**src/rtl/trap_pkg.sv**
```systemverilog
// Shared encodings for the execute-stage trap sequencer: MIPS decode fields,
// CP0 cause codes, CP0 choice bit positions and the sequencer state type.
package trap_pkg;

    localparam logic [5:0] OP_SPECIAL = 6'h00;
    localparam logic [5:0] OP_COP0    = 6'h10;

    localparam logic [5:0] FN_SYSCALL = 6'h0C;
    localparam logic [5:0] FN_BREAK   = 6'h0D;
    localparam logic [5:0] FN_TEQ     = 6'h34;
    localparam logic [5:0] FN_ERET    = 6'h18;

    localparam logic [4:0] RS_CO = 5'h10;
    localparam logic [4:0] RS_MT = 5'h04;
    localparam logic [4:0] RS_MF = 5'h00;

    localparam logic [3:0] CAUSE_SYS  = 4'b1000;
    localparam logic [3:0] CAUSE_BP   = 4'b1001;
    localparam logic [3:0] CAUSE_TR   = 4'b1101;
    localparam logic [3:0] CAUSE_NONE = 4'b0000;

    localparam int unsigned CH_TEQ  = 3;
    localparam int unsigned CH_ERET = 2;
    localparam int unsigned CH_MTC0 = 1;
    localparam int unsigned CH_MFC0 = 0;

    // Wide enough for the 1..7 flush-cycle range.
    localparam int unsigned CNT_W = 3;

    typedef enum logic [2:0] {
        StIdle,
        StTrap,
        StRedir,
        StFlush,
        StMfcWb
    } state_e;

endpackage

```
**src/rtl/trap_decode.sv**
```systemverilog
// Combinational classifier for the CP0-related instructions handled by the
// trap sequencer, plus the CP0 cause code for the exception-raising ones.
module trap_decode
    import trap_pkg::*;
(
    input  logic [5:0] op,
    input  logic [4:0] rs_fld,
    input  logic [5:0] funct,
    output logic       is_syscall,
    output logic       is_break,
    output logic       is_teq,
    output logic       is_eret,
    output logic       is_mtc0,
    output logic       is_mfc0,
    output logic [3:0] cause
);

    assign is_syscall = (op == OP_SPECIAL) && (funct == FN_SYSCALL);
    assign is_break   = (op == OP_SPECIAL) && (funct == FN_BREAK);
    assign is_teq     = (op == OP_SPECIAL) && (funct == FN_TEQ);
    assign is_eret    = (op == OP_COP0) && (rs_fld == RS_CO) && (funct == FN_ERET);
    assign is_mtc0    = (op == OP_COP0) && (rs_fld == RS_MT);
    assign is_mfc0    = (op == OP_COP0) && (rs_fld == RS_MF);

    always_comb begin
        cause = CAUSE_NONE;
        if (is_syscall) begin
            cause = CAUSE_SYS;
        end else if (is_break) begin
            cause = CAUSE_BP;
        end else if (is_teq) begin
            cause = CAUSE_TR;
        end
    end

endmodule

```
**src/rtl/trap_sequencer.sv**
```systemverilog
// Execute-stage controller feeding CP0: sequences trap/return redirects and MFC0 writeback.
// Define TRAP_SEQ_STATS_EN to add the trap_count/eret_count statistics outputs.
module trap_sequencer
    import trap_pkg::*;
#(
    parameter int unsigned FLUSH_CYCLES = 2,
    parameter int unsigned PC_W         = 32
) (
    input  logic            clk,
    input  logic            rst,
    input  logic            instr_valid,
    input  logic [31:0]     instr,
    input  logic [PC_W-1:0] pc,
    input  logic [PC_W-1:0] rs_data,
    input  logic [PC_W-1:0] rt_data,
    input  logic [PC_W-1:0] cp0_exc_addr,
    input  logic [PC_W-1:0] cp0_rdata,
    output logic [3:0]      cp0_choice,
    output logic [3:0]      cp0_cause,
    output logic [4:0]      cp0_addr,
    output logic [PC_W-1:0] cp0_wdata,
    output logic [PC_W-1:0] cp0_pc,
    output logic            stall,
    output logic            flush,
    output logic            pc_redirect,
    output logic [PC_W-1:0] redirect_pc,
    output logic            rf_we,
    output logic [4:0]      rf_waddr,
    output logic [PC_W-1:0] rf_wdata
`ifdef TRAP_SEQ_STATS_EN
    ,
    output logic [31:0]     trap_count,
    output logic [31:0]     eret_count
`endif
);

    logic is_syscall, is_break, is_teq, is_eret, is_mtc0, is_mfc0;
    logic [3:0] dec_cause;
    logic       teq_taken;
    logic       unused_shamt;

    state_e            state_q, state_d;
    logic [3:0]        cause_q, cause_d;
    logic [PC_W-1:0]   tpc_q, tpc_d;
    logic              eret_q, eret_d;
    logic              teq_q, teq_d;
    logic [PC_W-1:0]   redir_q, redir_d;
    logic [CNT_W-1:0]  cnt_q, cnt_d;
    logic [4:0]        wb_addr_q, wb_addr_d;
    logic [PC_W-1:0]   wb_data_q, wb_data_d;

    trap_decode u_decode (
        .op         (instr[31:26]),
        .rs_fld     (instr[25:21]),
        .funct      (instr[5:0]),
        .is_syscall (is_syscall),
        .is_break   (is_break),
        .is_teq     (is_teq),
        .is_eret    (is_eret),
        .is_mtc0    (is_mtc0),
        .is_mfc0    (is_mfc0),
        .cause      (dec_cause)
    );

    assign teq_taken    = is_teq && (rs_data == rt_data);
    assign unused_shamt = ^instr[10:6];
    assign redirect_pc  = redir_q;

    always_comb begin
        state_d     = state_q;
        cause_d     = cause_q;
        tpc_d       = tpc_q;
        eret_d      = eret_q;
        teq_d       = teq_q;
        redir_d     = redir_q;
        cnt_d       = cnt_q;
        wb_addr_d   = wb_addr_q;
        wb_data_d   = wb_data_q;
        cp0_choice  = 4'b0000;
        cp0_cause   = CAUSE_NONE;
        cp0_addr    = 5'd0;
        cp0_wdata   = '0;
        cp0_pc      = '0;
        stall       = 1'b0;
        flush       = 1'b0;
        pc_redirect = 1'b0;
        rf_we       = 1'b0;
        rf_waddr    = 5'd0;
        rf_wdata    = '0;

        unique case (state_q)
            StIdle: begin
                // Qualified by rst so held-in-reset issue never reaches CP0 combinationally.
                if (instr_valid && rst) begin
                    if (is_mtc0) begin
                        cp0_choice[CH_MTC0] = 1'b1;
                        cp0_addr            = instr[15:11];
                        cp0_wdata           = rt_data;
                    end else if (is_mfc0) begin
                        cp0_choice[CH_MFC0] = 1'b1;
                        cp0_addr            = instr[15:11];
                        stall               = 1'b1;
                        wb_addr_d           = instr[20:16];
                        wb_data_d           = cp0_rdata;
                        state_d             = StMfcWb;
                    end else if (is_syscall || is_break || teq_taken || is_eret) begin
                        stall   = 1'b1;
                        cause_d = dec_cause;
                        tpc_d   = pc;
                        eret_d  = is_eret;
                        teq_d   = teq_taken;
                        state_d = StTrap;
                    end
                end
            end
            StTrap: begin
                cp0_cause           = cause_q;
                cp0_pc              = tpc_q;
                cp0_choice[CH_TEQ]  = teq_q;
                cp0_choice[CH_ERET] = eret_q;
                stall               = 1'b1;
                // CP0 only presents EPC while eret is asserted, so sample it here.
                redir_d             = cp0_exc_addr;
                state_d             = StRedir;
            end
            StRedir: begin
                pc_redirect = 1'b1;
                flush       = 1'b1;
                stall       = 1'b1;
                cnt_d       = CNT_W'(FLUSH_CYCLES);
                state_d     = StFlush;
            end
            StFlush: begin
                flush = 1'b1;
                stall = 1'b1;
                cnt_d = cnt_q - CNT_W'(1);
                if (cnt_q <= CNT_W'(1)) begin
                    state_d = StIdle;
                end
            end
            StMfcWb: begin
                rf_we    = 1'b1;
                rf_waddr = wb_addr_q;
                rf_wdata = wb_data_q;
                state_d  = StIdle;
            end
            default: state_d = StIdle;
        endcase
    end

    always_ff @(posedge clk or negedge rst) begin
        if (!rst) begin
            state_q   <= StIdle;
            cause_q   <= CAUSE_NONE;
            tpc_q     <= '0;
            eret_q    <= 1'b0;
            teq_q     <= 1'b0;
            redir_q   <= '0;
            cnt_q     <= '0;
            wb_addr_q <= 5'd0;
            wb_data_q <= '0;
        end else begin
            state_q   <= state_d;
            cause_q   <= cause_d;
            tpc_q     <= tpc_d;
            eret_q    <= eret_d;
            teq_q     <= teq_d;
            redir_q   <= redir_d;
            cnt_q     <= cnt_d;
            wb_addr_q <= wb_addr_d;
            wb_data_q <= wb_data_d;
        end
    end

`ifdef TRAP_SEQ_STATS_EN
    // TRAP always leaves for REDIR, so a TRAP cycle marks that transition.
    always_ff @(posedge clk or negedge rst) begin
        if (!rst) begin
            trap_count <= '0;
            eret_count <= '0;
        end else if (state_q == StTrap) begin
            if (eret_q) begin
                eret_count <= eret_count + 32'd1;
            end else begin
                trap_count <= trap_count + 32'd1;
            end
        end
    end
`endif

endmodule

```
**config.mk**
```make
export PLATFORM = sky130hd
export DESIGN_NAME = trap_sequencer
export DESIGN_NICKNAME = d
export VERILOG_FILES = /design/src/rtl/trap_pkg.sv /design/src/rtl/trap_decode.sv /design/src/rtl/trap_sequencer.sv
export SDC_FILE = /design/constraint.sdc
export NUM_CORES = 1
export LEC_CHECK = 0
export BUFFER_PORTS_ARGS = -buffer_cell sky130_fd_sc_hd__buf_2
export CORE_AREA = 2 2 135 137
export DETAILED_ROUTE_END_ITERATION = 10
export DIE_AREA = 0 0 137 139
export HOLD_SLACK_MARGIN = 0.03
export PLACE_DENSITY_LB_ADDON = 0.25
export RECOVER_POWER = 25
export SETUP_SLACK_MARGIN = 0.4
export SYNTH_ARGS = -nofsm -noshare
export SYNTH_HDL_FRONTEND = slang
export SYNTH_SLANG_ARGS = --single-unit
```
**constraint.sdc**
```tcl
create_clock -name clk -period 2.6 [get_ports clk]
set_input_delay 0.26 -clock clk [delete_from_list [all_inputs] [get_ports clk]]
set_output_delay 0.26 -clock clk [all_outputs]
set_load 0.01 [all_outputs]
```
* Word level (Yosys, flattened, before mapping)
Cells that the tools add are included.
Word-level totals: input bits 195, register bits 113, RAM bits 0, latch bits 0, bits in read-only memories 0, memories kept 0, word-level logic and storage cells 85
Cells by class: divide/modulo/power cells 0, shifts and indexed selects 0, multiply operators 0, muxes and demuxes 35, equal/unequal tests 16, $add $sub $neg 1, reductions and logical operators 21, order comparisons 1, bitwise gates (word level) 2
Operators with widths (number):
- $mux W32 | 5
- $eq A32 B32 Y1 | 1
- $mux W5 | 5
- $mux W4 | 4
- $mux W3 | 5
- $eq A6 B4 Y1 const B | 2
- $eq A6 B5 Y1 const B | 2
- $pmux W3 S4 | 1
- $mux W1 | 10
- $logic_and A1 B1 Y1 | 9
- $reduce_and A4 Y1 | 2
- $eq A3 B2 Y1 const B | 2
- $eq A6 B6 Y1 const B | 1
- $logic_not A6 Y1 | 1
- $mux W2 | 3
- $ne A2 B2 Y1 const B | 3
- $pmux W3 S2 | 1
- $eq A5 B3 Y1 const B | 1
- $eq A5 B5 Y1 const B | 1
- $logic_not A5 Y1 | 1
- $reduce_and A5 Y1 | 1
- $eq A3 B1 Y1 const B | 1
- $eq A3 B3 Y1 const B | 1
- $le A3 B1 Y1 const B | 1
- 9 further kinds | 12

* Logic depth before layout (Yosys ltp)
Gate-level depths: netlist of run 1.
depth in word-level cells 10, mapped depth 7

* Hierarchy
From an unflattened synthesis of run 1, not the netlist that was laid out.
Second synthesis, totals: cells, all modules 686, area total of the unflattened synthesis 6782.8 um2
Modules (own cells, without submodules):
- trap_sequencer | area each 6630.1 um2, instances 1, sequential area each 2827.7 um2, cells each 663
- trap_decode | area each 152.6 um2, instances 1, sequential area each 0.0 um2, cells each 23

* Worst setup path after synthesis of run 1
No wires, ideal clock.
path type input-to-reg, start input rt_data[12], end register tpc_q[10], data arrival time 2137 ps, cell stages on the path 7, setup slack 338 ps, buffers on the path 1, data required time 2475 ps, cell sequence xor2_1 or4_1 nor4_1 nand4_1 a21oi_4 buf_6 mux2_2
On the way: word-level cells in the longest chain between the ends 5
Ends and longest elaborated chain:
- from (decl) | line trap_sequencer.sv:15 | input logic [PC_W-1:0] rt_data,
- $eq A32 B32 Y1 | line trap_sequencer.sv:65 | assign teq_taken = is_teq && (rs_data == rt_data);
- $logic_and A1 B1 Y1 | line trap_sequencer.sv:65
- $logic_or A1 B1 Y1 (2 in a row) | line trap_sequencer.sv:106 | end else if (is_syscall || is_break || teq_taken || is_eret) begin
- $reduce_and A5 Y1 (no source line)
- to (signal assigned) | line trap_sequencer.sv:165 | tpc_q <= tpc_d;
- to (decl) | line trap_sequencer.sv:44 | logic [PC_W-1:0] tpc_q, tpc_d;
No other way between the ends. A chain may end at the register's enable or synchronous reset.

* Worst setup path in the final report of run 1
start register state_q[0], end output cp0_pc[13]
On the way: word-level cells in the longest chain between the ends 2
Ends and longest elaborated chain:
- from (decl) | line trap_sequencer.sv:42 | state_e state_q, state_d;
- from (signal assigned) | line trap_sequencer.sv:153 | state_q <= StIdle;
- from (signal assigned) | line trap_sequencer.sv:163 | state_q <= state_d;
- $eq A3 B1 Y1 | line trap_sequencer.sv:91 | unique case (state_q)
- $mux W32 | line trap_sequencer.sv:91
- to (decl) | line trap_sequencer.sv:22 | output logic [PC_W-1:0] cp0_pc,
No other way between the ends.

==> summary.md, run 1 <==
| Metric | Value |
|---|---|
| Outcome | `complete, no violations` |
| Layout area overhead | `46.21%` |
| Yosys top cell area share | `49.65%` |
| Residual DRC count | `0` |
| Worst-path fanout max | `34` |
| Flops & latches, synth | `112` |
| Starting density of the core | `31.97%` |
| GRT Overall Usage | `17.15%` |
| Clock share of power | `28.0%` |
| Die Ht | `139 µm` |
| Die Wd | `137 µm` |
| TritonCTS clock tree | `built` |
| Unrepaired setup endpoints after global routing | `yes` |
| Vias in the first global route | `4756` |
| Switching Power | `1.536 mW` |
| Fin crit share | `87.28%` |
| Peak Freq | `0.4407 GHz` |
| Max-cap violations | `0` |
| Share of layout cells above drive strength 1 | `56.01%` |
| # IOs | `345` |
| Final WL | `17950 µm` |
| Sw frac | `31.56%` |
| Cell family with most CP delay | `buffers and inverters` |
| HPWL Detailed | `12550 µm` |
| Final WS setup | `330.7 ps` |
| CP Capture Type | `output port` |
| Crit. Startpoint | `state_q[0]` |
| Hold Crit Class | `in2reg` |
| Pwr/cell area | `589.7 mW/mm²` |
| H-tree lvl count | `3` |
| Post-synth cell types | `45` |
| Async S/R FF share, synth | `100.0%` |
| Iteration-0 DRC Markers | `210` |
| Critical path's largest stage delay | `500 ps` |
| Post-Synthesis Cells | `476` |
| WL per Instance | `17.05 µm` |
| Net count after synthesis | `673` |
| CTS Buf Count | `9` |
| Req. time, crit path | `2340 ps` |
| Post-route ant nets | `0` |
| Final hold vios | `0` |
| Hold_sp | `cp0_rdata[20]` |
| Total number of vias | `4991` |
| Most frequent cell after synthesis | `dfrtp_1` |
| Hold Slack | `135.4 ps` |
| EDFF count, synth | `0` |
| Seq/Total Area, Yosys | `49.65%` |
| Final setup vio count | `0` |
| Initial antenna violation count | `1` |
| Clock skew | `3.976 ps` |
| Clock sinks | `112` |
| Critical Path Start Type | `register` |
| Max_slew headroom | `25.24%` |
| Area contributors post-synth | `dfrtp_1 (50%), mux2_2 (19%), and3_1 (7.6%)` |
| Largest net degree at the start of global routing | `71` |
| Part of the power in registers | `45.2%` |
| Comb pwr share | `26.8%` |
| Reg clk slew, reported paths | `80 ps` |
| Worst-path cell chain | `nor3b_1, clkbuf_1, buf_6, and2_1, buf_2` |
| Synth Flop Type | `dfrtp_1` |
| Yosys warning count | `0` |
| Die ar. | `0.01904 mm²` |
| Post-synth top cells | `dfrtp_1 (112), mux2_2 (94), and3_1 (69)` |
| Nets | `1015` |
| First-pass GRT wire length | `25670 µm` |
| Leak | `4.540 nW` |
| PortBufs | `338` |
| Slew Viols, Final | `0` |
| Clock latency on the worst-skew pair | `350 ps` |
| WP data arrival | `2010 ps` |
| Grt total ovfl | `0` |
| DR pass1 iterations | `4` |
| Row Count | `49` |
| Deepest clock path buffer count | `2` |
| CP Class | `reg2out` |
| DR vias/cell | `4.740` |
| Int Power | `3.331 mW` |
| Peak VDD IR | `407.0 µV` |
| Worst path bufs/invs | `3` |
| FF-to-FF Start | `state_q[0]` |
| GPL Wtd Cong | `0.8412` |
| Worst Tran Pin Value | `1121 ps` |
| Core area | `0.01766 mm²` |
| Final min period | `2269 ps` |
| Crit-path slowest cell | `dfrtp_1` |
| Core Util, Final | `46.75%` |
| Pre-CTS setup slack | `-49.67 ps` |
| Root buffer cell | `clkbuf_16` |
| Netlist Area Pre-Place | `0.005645 mm²` |
| Most area-hungry cell type in the Yosys netlist | `dfrtp_1` |
| Syn avg cell area | `11.86 µm²` |
[per-layer routing]
layer / routed length (µm) / global-route usage [%] / vias to the layer above / share of wire, %
met5: 0 / 0 / - / 0
met4: 189 / 4.178 / 0 / 1.1
met3: 1699 / 6.396 / 13 / 9.5
met2: 8309 / 26.13 / 196 / 46
met1: 7751 / 23.04 / 2408 / 43
li1: - / - / 2374 / -
[repair_timing]
action                                 4_1_cts  5_1_grt
setup buffers                                1        5
resized for setup                            7       49
pin swaps                                    4        3
cloned                                       0        7
hold buffers                                 1        0
setup endpoints to repair                   71       78
endpoints found under the hold margin       12        0
[worst paths after layout]
check	slack, ps	end	depth (start not counted)
max reg2reg	590	tpc_q[24]	7
min in group asynchronous	830	cause_q[0]	3
max	330	cp0_pc[13]	5
min	140	wb_data_q[20]	2
max in group asynchronous	510	tpc_q[23]	4
min reg2reg	490	teq_q	1
[cells in the final DEF (no fill, tap or decap), drive strengths merged, types with 2 or more instances in the layout]
master / count
or4: 4
nand2b: 4
a21oi: 4
nor3: 6
nand4b: 2
dfrtp: 112
nand4: 7
o22a: 2
o2bb2ai: 2
ha: 2
and2: 45
nor3b: 3
mux2: 101
and3: 69
xnor2: 16
inv: 5
nand2: 8
clkbuf: 50
o21ai: 2
buf: 322
clkinv: 4
xor2: 16
nor2: 7
nor4b: 4
or4bb: 2
nor4: 6
[sequential cells by signal, summed over array words and instances (netlist names), 3 cells and up]
register	flops
cnt_q	3
state_q	3
redirect_pc	32
tpc_q	32
wb_data_q	32
cause_q	3
wb_addr_q	5
[power groups by stage]
stage,sequential (mW),combinational [mW],clock (mW)
CTS,2.20,1.36,1.43
global route,2.25,1.44,1.50
floorplan,2.33,0.603,0
global placement,2.22,1.34,0
finish,2.20,1.31,1.36
detailed placement,2.23,1.35,0
[cell type report]
cell class / count / area [µm²]
Fill cell: 1716 / 9403
Multi-Input combinational cell: 328 / 2861
Sequential cell: 112 / 2803
Timing Repair Buffer: 364 / 1999
Tap cell: 229 / 286.5
Clock buffer: 9 / 225.2
Clock inverter: 7 / 65.06
Inverter: 3 / 11.26
Antenna cell: 1 / 2.502
[metrics by stage]
step,TNS [ps],cells,cell area [µm²],total power [mW]
floorplan,0,476,5645,2.938
global placement,-136.9,1022,7612,3.561
detailed placement,-511.7,1022,7612,3.581
CTS,0,1040,7959,4.989
global route,0,1052,8252,5.183
finish,0,1053,8254,4.868
[cells by family after synthesis]
group           Yosys count  synth area share, %
xor+xnor                 32                4.964
compound gates           17                2.350
mux                     102                20.32
fa+ha+maj                 2               0.4432
flops                   112                49.65
buf+inv                  36                2.925
other cells               1              0.06643
simple gates            174                19.28
(Power assumes the default switching activity.)
==> run 2, diff against run 1 <==
Settings changed: RECOVER_POWER 25 to 50.
==> run 2 against run 1 <==
  * Global-route usage stayed put
  * Wire length about the same
  * Fmax barely moved
  * Worst hold slack barely moved
==> summary.md, run 2 (same netlist as run 1, synthesis figures left out) <==
| Metric | Value |
|---|---|
| Clock sinks | `112 (unchanged)` |
| Die Ht | `139 µm (unchanged)` |
| Starting density of the core | `31.97% (unchanged)` |
| Clock skew | `4.075 ps (was 3.976 ps)` |
| Pwr/cell area | `589.9 mW/mm² (was 589.7 mW/mm²)` |
| Layout area overhead | `46.03% (was 46.21%)` |
| PortBufs | `338 (unchanged)` |
| H-tree lvl count | `3 (unchanged)` |
| Commonest non-fill, non-tap cells in the layout | `buf_2 (300), dfrtp_1 (112), mux2_2 (76) (was buf_2 (301), dfrtp_1 (112), mux2_2 (76))` |
| Peak VDD IR | `406.8 µV (was 407.0 µV)` |
| Final min period | `2271 ps (was 2269 ps)` |
| Die Wd | `137 µm (unchanged)` |
| Share of layout cells above drive strength 1 | `55.65% (was 56.01%)` |
| CP Class | `in2out (was reg2out)` |
| Outcome | `complete, no violations (unchanged)` |
| Final WL | `17940 µm (was 17950 µm)` |
| Nets | `1015 (unchanged)` |
| TritonCTS clock tree | `built (unchanged)` |
| Max-cap violations | `0 (unchanged)` |
| HPWL Detailed | `12550 µm (unchanged)` |
| # IOs | `345 (unchanged)` |
| Critical Path Start Type | `input port (was register)` |
| Clock share of power | `28.0% (about the same)` |
| Path depth of the worst reg2reg path | `7 (unchanged)` |
| Fin crit share | `87.35% (was 87.28%)` |
| Row Count | `49 (unchanged)` |
| Sw frac | `31.53% (was 31.56%)` |
| Total number of vias | `4975 (was 4991)` |
| Worst hold endpoint | `wb_data_q[20] (unchanged)` |
| CP Capture Type | `output port (unchanged)` |
| DR vias/cell | `4.725 (was 4.740)` |
| Pre-CTS setup slack | `-49.67 ps (unchanged)` |
| Comb pwr share | `26.8% (about the same)` |
| GRT Overall Usage | `17.15% (unchanged)` |
| Hold depth | `2 (unchanged)` |
| Deepest clock path buffer count | `2 (unchanged)` |
| CTS Buf Count | `9 (unchanged)` |
| Leak | `4.538 nW (was 4.540 nW)` |
| Post-route ant nets | `0 (unchanged)` |
| First-pass GRT wire length | `25670 µm (unchanged)` |
| Fillcell total | `1719 (was 1716)` |
| DR pass1 iterations | `4 (unchanged)` |
| Worst-path fanout max | `2 (was 34)` |
| Reg clk slew, reported paths | `80 ps (about the same)` |
| Final setup vio count | `0 (unchanged)` |
| Setup_tns | `0 ps (unchanged)` |
| Largest net degree at the start of global routing | `71 (unchanged)` |
| FF-to-FF End | `tpc_q[24] (unchanged)` |
| Part of the power in registers | `45.2% (about the same)` |
| Commonest non-fill, non-tap cell in the layout | `buf_2 (unchanged)` |
| Max_slew headroom | `25.10% (was 25.24%)` |
| Core area | `0.01766 mm² (unchanged)` |
| Switching Power | `1.533 mW (was 1.536 mW)` |
| Slew Viols, Final | `0 (unchanged)` |
| Hold_sp | `cp0_rdata[20] (unchanged)` |
| Initial antenna violation count | `1 (unchanged)` |
| Unrepaired setup endpoints after global routing | `yes (unchanged)` |
| Int Power | `3.329 mW (was 3.331 mW)` |
| Final hold vios | `0 (unchanged)` |
| Vias in the first global route | `4756 (unchanged)` |
| Req. time, crit path | `2340 ps (about the same)` |
| Iteration-0 DRC Markers | `203 (was 210)` |
| GPL Wtd Cong | `0.8412 (unchanged)` |
| Clock latency on the worst-skew pair | `350 ps (about the same)` |
| Final WS setup | `328.8 ps (was 330.7 ps)` |
| Root buffer cell | `clkbuf_16 (unchanged)` |
| Worst Tran Pin Value | `1124 ps (was 1121 ps)` |
| WL per Instance | `17.03 µm (was 17.05 µm)` |
| Hold Crit Class | `in2reg (unchanged)` |
| FF-to-FF Start | `state_q[0] (unchanged)` |
| Grt total ovfl | `0 (unchanged)` |
| Peak Freq | `0.4403 GHz (was 0.4407 GHz)` |
| WP data arrival | `2010 ps (about the same)` |
| Die ar. | `0.01904 mm² (unchanged)` |
| Residual DRC count | `0 (unchanged)` |
| R2R Setup Slk | `560 ps (was 590 ps)` |
run 2: layout make-up:
type	count	area [µm²]	area share (%)
multi-input combinational	328	2853	34.60
tap	229	286.5	3.475
inverter	3	11.26	0.1366
clock buffer	9	225.2	2.732
sequential	112	2803	34.00
clock inverter	7	65.06	0.7892
timing repair buffer	364	1998	24.24
antenna	1	2.502	0.03035
run 2: metal layers:
| metal | up-vias | routed length [µm] | global-route usage [%] |
|---|---|---|---|
| li1 | 2374 | - | - |
| met1 | 2387 | 7649 | 23.04 |
| met3 | 13 | 1810 | 6.396 |
| met2 | 201 | 8287 | 26.13 |
| met4 | 0 | 189 | 4.178 |
| met5 | - | 0 | 0 |
run 2: power groups by stage:
stage          Combinational [mW]  Clock (mW)  Sequential [mW]
2_1_floorplan               0.603           0             2.33
3_3_place_gp                 1.34           0             2.22
3_5_place_dp                 1.35           0             2.23
4_1_cts                      1.36        1.43             2.20
5_1_grt                      1.44        1.50             2.24
6_report                     1.30        1.36             2.20
run 2: worst max-delay path by stage:
stage	startpoint	end	slack, ps	depth (start not counted)
after floorplan	rt_data[15]	tpc_q[10]	380	7
after global placement	rt_data[2]	tpc_q[6]	-9	8
after detailed placement	rt_data[15]	stall	-50	8
after CTS	rt_data[15]	stall	380	8
after global routing	state_q[0]	cp0_pc[24]	190	5
final	rt_data[15]	stall	330	8
run 2: repair_timing:
action                                  CTS  global route
hold buffers                              1             0
endpoints found under the setup margin   71            78
resized for setup                         7            49
setup buffers                             1             5
pin swaps                                 4             3
gates cloned                              0             7
hold endpoints to repair                 12             0
run 2: critical path, cell delays in order:
cell and delay, ps:
buf_6 100, xor2_2 170, buf_4 130, or4b_4 470, nor4_1 250, nand2_1 150
a311oi_2 280, buf_4 200
run 2: metrics by stage:
step	cells	hold WS [ps]	power [mW]	utilization, %	cell area [µm²]
2_1_floorplan	476	-35.59	2.938	-	5645
3_3_place_gp	1022	410.9	3.561	43.11	7612
3_5_place_dp	1022	412.8	3.581	43.11	7612
4_1_cts	1040	107.8	4.989	45.08	7959
5_1_grt	1052	112.9	5.179	46.68	8242
6_report	1053	135.3	4.863	46.69	8244
